$ cat src/rtl/ysyx_23060072_if_pkg.sv
// ysyx_23060072_if_pkg
//   Definitions shared by the instruction-fetch stage and its static predictor.
//   OPC_JAL / OPC_BRANCH : RV32 opcodes the predictor decodes
//   NOP_INSTR            : addi x0,x0,0, driven on instr_o while the queue is empty
//   fetch_entry_t        : one fetch-queue entry {pc, instr, pred}
package ysyx_23060072_if_pkg;

   localparam logic [6:0]  OPC_JAL    = 7'b1101111;
   localparam logic [6:0]  OPC_BRANCH = 7'b1100011;
   localparam logic [31:0] NOP_INSTR  = 32'h0000_0013;

   typedef struct packed {
      logic [31:0] pc;
      logic [31:0] instr;
      logic        pred;
   } fetch_entry_t;

endpackage

$ cat src/rtl/ysyx_23060072_static_bpu.sv
// ysyx_23060072_static_bpu
//   Combinational static branch predictor. It predicts JAL as taken, and it
//   predicts backward conditional branches (sign bit of imm_b set) as taken.
//   Every other instruction is predicted not taken.
//   instr  in  32  fetched instruction word
//   pc     in  32  address of that word
//   taken  out  1  predicted taken
//   target out 32  predicted target (pc + immediate); meaningful only when taken
module ysyx_23060072_static_bpu
   import ysyx_23060072_if_pkg::*;
(
   input  logic [31:0] instr,
   input  logic [31:0] pc,
   output logic        taken,
   output logic [31:0] target
);

   logic [31:0] imm_j;
   logic [31:0] imm_b;

   assign imm_j = {{12{instr[31]}}, instr[19:12], instr[20], instr[30:21], 1'b0};
   assign imm_b = {{20{instr[31]}}, instr[7], instr[30:25], instr[11:8], 1'b0};

   always_comb begin
      taken  = 1'b0;
      target = pc + imm_j;
      if (instr[6:0] == OPC_JAL) begin
         taken  = 1'b1;
         target = pc + imm_j;
      end else if (instr[6:0] == OPC_BRANCH && instr[31]) begin
         taken  = 1'b1;
         target = pc + imm_b;
      end
   end

endmodule

$ cat src/rtl/ysyx_23060072_ifq_stage.sv
// ysyx_23060072_ifq_stage
//   Instruction-fetch stage with a decoupled fetch queue. It issues pipelined
//   requests to instruction memory and keeps at most MAX_OUTST of them in
//   flight. In-order responses are buffered together with their PC and
//   prediction bit, and the stage hands them to id_ex_stage over valid/ready.
//   A redirect, or a taken prediction, discards the stale responses that are
//   still in flight.
//   Optional feature: define YSYX_23060072_BPU_EN to enable static prediction.
//
//   clk, rst_n                : clock, asynchronous active-low reset
//   redirect_i/redirect_pc_i  : controller flush/jump pulse and its target
//   req_valid_o/req_ready_i   : fetch request handshake, address on req_addr_o
//   resp_valid_i/resp_rdata_i : in-order instruction responses (no back-pressure)
//   valid_o/ready_i           : queue-head handshake toward id_ex_stage
//   pc_o/instr_o/predict_flag_o : queue-head contents (0 / NOP / 0 when empty)
module ysyx_23060072_ifq_stage
   import ysyx_23060072_if_pkg::*;
#(
   parameter int unsigned QDEPTH    = 4,
   parameter int unsigned MAX_OUTST = 2,
   parameter logic [31:0] RESET_PC  = 32'h0000_0000
) (
   input  logic        clk,
   input  logic        rst_n,
   input  logic        redirect_i,
   input  logic [31:0] redirect_pc_i,
   output logic        req_valid_o,
   input  logic        req_ready_i,
   output logic [31:0] req_addr_o,
   input  logic        resp_valid_i,
   input  logic [31:0] resp_rdata_i,
   output logic        valid_o,
   input  logic        ready_i,
   output logic [31:0] pc_o,
   output logic [31:0] instr_o,
   output logic        predict_flag_o
);

   localparam int unsigned PW = $clog2(QDEPTH);
   localparam int unsigned CW = $clog2(QDEPTH + 1);
   localparam int unsigned OW = $clog2(MAX_OUTST + 1);
   localparam int unsigned TW = (MAX_OUTST > 1) ? $clog2(MAX_OUTST) : 1;

   logic [31:0]  fetch_pc;
   logic [OW-1:0] outst;
   logic [OW-1:0] outst_next;
   logic [OW-1:0] drop_cnt;

   fetch_entry_t q_mem [QDEPTH];
   logic [PW-1:0] rd_ptr;
   logic [PW-1:0] wr_ptr;
   logic [CW-1:0] count;
   fetch_entry_t  head;

   // The tag FIFO holds the PC of every outstanding request, so it always
   // contains exactly outst entries. Stale requests keep their tags until
   // their responses arrive.
   logic [31:0]   tag_mem [MAX_OUTST];
   logic [TW-1:0] tag_rd;
   logic [TW-1:0] tag_wr;
   logic [31:0]   resp_pc;

   logic req_fire;
   logic pop;
   logic push;
   logic taken;
   logic bpu_taken;
   logic [31:0] bpu_target;

`ifdef YSYX_23060072_BPU_EN
   ysyx_23060072_static_bpu u_bpu (
      .instr  (resp_rdata_i),
      .pc     (resp_pc),
      .taken  (bpu_taken),
      .target (bpu_target)
   );
`else
   assign bpu_taken  = 1'b0;
   assign bpu_target = '0;
`endif

   // Credit rule: each in-flight request reserves a queue slot, so a push
   // never finds the queue full.
   assign req_valid_o = rst_n && !redirect_i
                        && (32'(outst) < MAX_OUTST)
                        && (32'(outst) + 32'(count) < QDEPTH);
   assign req_addr_o  = fetch_pc;
   assign req_fire    = req_valid_o && req_ready_i;

   assign resp_pc = tag_mem[tag_rd];
   assign push    = resp_valid_i && !redirect_i && (drop_cnt == '0);
   assign taken   = push && bpu_taken;
   assign pop     = valid_o && ready_i;

   assign outst_next = outst + OW'(req_fire) - OW'(resp_valid_i);

   assign head           = q_mem[rd_ptr];
   assign valid_o        = (count != '0);
   assign pc_o           = valid_o ? head.pc : '0;
   assign instr_o        = valid_o ? head.instr : NOP_INSTR;
   assign predict_flag_o = valid_o && head.pred;

   always_ff @(posedge clk or negedge rst_n) begin
      if (!rst_n) begin
         fetch_pc <= {RESET_PC[31:2], 2'b00};
         outst    <= '0;
         drop_cnt <= '0;
         rd_ptr   <= '0;
         wr_ptr   <= '0;
         count    <= '0;
         tag_rd   <= '0;
         tag_wr   <= '0;
      end else begin
         outst <= outst_next;

         if (req_fire)
            tag_wr <= (tag_wr == TW'(MAX_OUTST - 1)) ? '0 : tag_wr + TW'(1);
         if (resp_valid_i)
            tag_rd <= (tag_rd == TW'(MAX_OUTST - 1)) ? '0 : tag_rd + TW'(1);

         // No request is issued in a redirect cycle, so outst_next is also
         // the number of requests that are still in flight after the redirect.
         if (redirect_i) begin
            fetch_pc <= {redirect_pc_i[31:2], 2'b00};
            drop_cnt <= outst_next;
            rd_ptr   <= '0;
            wr_ptr   <= '0;
            count    <= '0;
         end else begin
            if (taken) begin
               fetch_pc <= {bpu_target[31:2], 2'b00};
               drop_cnt <= outst_next;
            end else begin
               if (req_fire)
                  fetch_pc <= fetch_pc + 32'd4;
               if (resp_valid_i && drop_cnt != '0)
                  drop_cnt <= drop_cnt - OW'(1);
            end
            if (push)
               wr_ptr <= wr_ptr + PW'(1);
            if (pop)
               rd_ptr <= rd_ptr + PW'(1);
            count <= count + CW'(push) - CW'(pop);
         end
      end
   end

   always_ff @(posedge clk) begin
      if (push)
         q_mem[wr_ptr] <= '{pc: resp_pc, instr: resp_rdata_i, pred: bpu_taken};
      if (req_fire)
         tag_mem[tag_wr] <= fetch_pc;
   end

endmodule
$ cat config.mk
export PLATFORM = sky130hd
export DESIGN_NAME = ysyx_23060072_ifq_stage
export DESIGN_NICKNAME = d
export VERILOG_FILES = /design/src/rtl/ysyx_23060072_if_pkg.sv /design/src/rtl/ysyx_23060072_static_bpu.sv /design/src/rtl/ysyx_23060072_ifq_stage.sv
export SDC_FILE = /design/constraint.sdc
export NUM_CORES = 1
export LEC_CHECK = 0
export CAP_MARGIN = 20
export CORE_ASPECT_RATIO = 2
export CORE_UTILIZATION = 34
export DETAILED_ROUTE_END_ITERATION = 10
export HOLD_SLACK_MARGIN = 0.1
export MAX_ROUTING_LAYER = met4
export SLEW_MARGIN = 5
export SYNTH_ARGS = -nofsm -noshare
export SYNTH_HDL_FRONTEND = slang
export SYNTH_SLANG_ARGS = --single-unit
$ cat constraint.sdc
create_clock -name clk -period 6.14 [get_ports clk]
set_input_delay 1.228 -clock clk [delete_from_list [all_inputs] [get_ports clk]]
set_output_delay 1.228 -clock clk [all_outputs]
set_load 0.02 [all_outputs]
==> impl_metrics.ini <==
[sta]
timing.fmax_mhz = 219.8
worstMarginPinSlew_ns = 1.061
clock_skew_ns = 0.02979
whs_ns = 0.5132
hold_viol = 0
worst_slack_ns = 1.591
rsz0062_at_grt = false
tns_ns = 0
final_max_slew_viol_count = 0
period_share_pct = 74.09
max_slew_margin_pct = 29.26
min_period_ns = 4.549
setup_viol = 0

[detailed_routing]
drt-initial-drc-count = 293
vias_per_cell = 4.903
antenna_left = 0
drc = 0
wirelength_mm = 29.45
vias = 7423
wl_per_cell_um = 19.45
first_pass_iters = 4

[clocking]
clk_latency_ns = 0.57
cts_tree = yes
cts.sinks = 351
ctsHoldBuffers = 0
htree_levels = 1
cts_root_buffer = clkbuf_16
cts_resized = 0
post_cts_buffers = 0
cts-buffers-inserted = 31
clk_pin_slew_ns = 0.07
clockBufferDepth = 3

[power_and_ir_drop]
comb_power_share_pct = 27.5
power_density_mw_per_mm2 = 391.1
peakVddDrop_mv = 0.1859
p_leak_nw = 5.662
p_int_mw = 4.802
total_power_mw = 6.779
sequentialPowerShare_pct = 44.7
p_clk_share_pct = 27.7
switching_power_mw = 1.978
swShare_pct = 29.17

[worst_setup_path]
cp-start-kind = flip-flop
end_kind = output port
critPathSlowestCell = dfrtp_4
reg2regPathDepth = 10
path_max_fanout = 44
critPathBufInv = 2
arrival_ns = 3.32
r2r_slack_ns = 2.89
critPathKind = flip-flop to output port
path_delay_family = flip-flops
required_ns = 4.91
cpPeakStageDelay_ns = 1.03
cp.depth = 4
path_cells = buf_4, mux4_2, and2_1, clkdlybuf4s50_1

[synthesis]
synth.most_common_cell = edfxtp_1
async_flop_share_pct = 12.25
synth.top_cell.area_share_pct = 65.43
synth-seq-cells = 351
synth.avg_cell_area_um2 = 17.89
synth_area_mm2 = 0.01413
synth.area.top_cells = edfxtp_1, mux4_2, dfrtp_1
ys_warn_count = 0
synth_cells = 790
synth-seq-area-share_pct = 73.05
ys_top_cells_by_count = edfxtp_1, and2_1, mux4_2
synth_flop_cell = edfxtp_1
synth_edf_count = 308
yosysUniqueCellTypes = 48
synth_top_area_cell = edfxtp_1

[layout]
finalInstanceArea_mm2 = 0.01734
drive_above_1_share_pct = 17.67
antenna_cells = 0
nets = 1038
post-route-util_pct = 42.29
area_delta_synth_final_pct = 22.64
nFillCells = 3694
instances_no_fill = 1514

[placed_design]
pre_cts_slack_ns = 1.921
numPortBuffers = 161
place.gp.congestion = 0.7897
placed_cell_area_mm2 = 0.01631
placed_cells_incl_taps = 1456
hpwl_mm = 18.02

[global_routing]
antenna_found_initial = 0
grt_util_all_layers_pct = 14.59
overflow = 0
grt_pass1_vias = 7780
grt_max_degree = 64
grt_pass1_wl_mm = 45.99

[floorplan]
core_area_mm2 = 0.04099
rows = 105
die_w_um = 146.2
initial_utilization_pct = 34.48
die-area_mm2 = 0.04244
ioPinCount = 169
die_h_um = 290.4

[outcome]
status = complete, no violations

[worst_hold_path]
min-delay-path-class = flip-flop to flip-flop
whs_path_depth = 1

[run]
max-cap-violations = 0
## worst register-to-register path, cell delays in order (launching register included)
cell and delay, ns:
dfrtp_1 0.44, nor3_1 0.74, inv_2 0.44, and2_1 0.37
ha_1 0.31, inv_1 0.06, ha_1 0.13, inv_1 0.05
fa_1 0.37, xnor2_1 0.16, nor2_1 0.05
## per-layer routing
| layer | GRT usage (%) | wire [um] |
|---|---|---|
| met1 | 16.17 | 11420 |
| met2 | 26.92 | 16330 |
| met3 | 1.633 | 1030 |
| met4 | 4.726 | 661 |
| met5 | - | 0 |
## placed cells by master (no fill, tap or decap), drive strengths merged, types with 8 or more instances in the layout
cell type	n
nor2	22
inv	18
ha	11
mux2	30
dfrtp	43
nand4	12
clkbuf	34
o21ai	23
nand3	22
buf	15
clkinv	15
mux4	62
a21oi	8
and2	66
nand2	39
o311ai	10
edfxtp	308
clkdlybuf4s50	159
## area by class of cell
type / count / area, um2 / area share (%)
clock buffer: 34 / 787.0 / 4.540
clock inverter: 22 / 188.9 / 1.090
inverter: 16 / 60.06 / 0.3464
multi-input combinational: 382 / 3566 / 20.57
sequential: 351 / 10330 / 59.60
tap: 535 / 669.4 / 3.861
timing repair buffer: 174 / 1732 / 9.989
## cells by family (layout without fill, tap and decap cells)
kind of cell             Yosys count  after routing  synth area share (%)
flip-flops                       351            351                 73.05
AND/OR/NAND/NOR                  195            195                 7.746
multiplexers                      93             93                 12.34
AO/OA/AOI/OAI                     67             67                 3.187
buffers and inverters             61            246                 1.921
adder cells (fa/ha/maj)           12             12                 1.115
XOR/XNOR                          10             10                0.6197
other                              1              5               0.02653
## power by group through the flow
stage               Sequential (mW)  Clock (mW)  Combinational (mW)
finish                         3.03        1.88                1.87
global route                   3.07        2.03                2.01
CTS                            3.05        1.94                1.91
detailed placement             3.10           0                1.90
global placement               3.09           0                1.88
floorplan                      2.99           0                1.18
## path summary, 6_finish.rpt
| check | start | end |
|---|---|---|
| hold reg to reg | tag_wr | tag_wr |
| min in group asynchronous | rst_n | req_addr_o[21] |
| setup / recovery | rd_ptr[0] | pc_o[12] |
| max in group asynchronous | rst_n | rd_ptr[0] |
| hold / removal | tag_wr | tag_wr |
| setup reg to reg | count[1] | count[2] |
## flip-flops by register name, summed over array words and instances (netlist names)
register / count
q_mem: 248
tag_mem: 60
req_addr_o: 30
count: 3
drop_cnt: 2
outst: 2
rd_ptr: 2
wr_ptr: 2
tag_rd: 1
tag_wr: 1
Note: power is estimated with default switching activity, not from simulation.
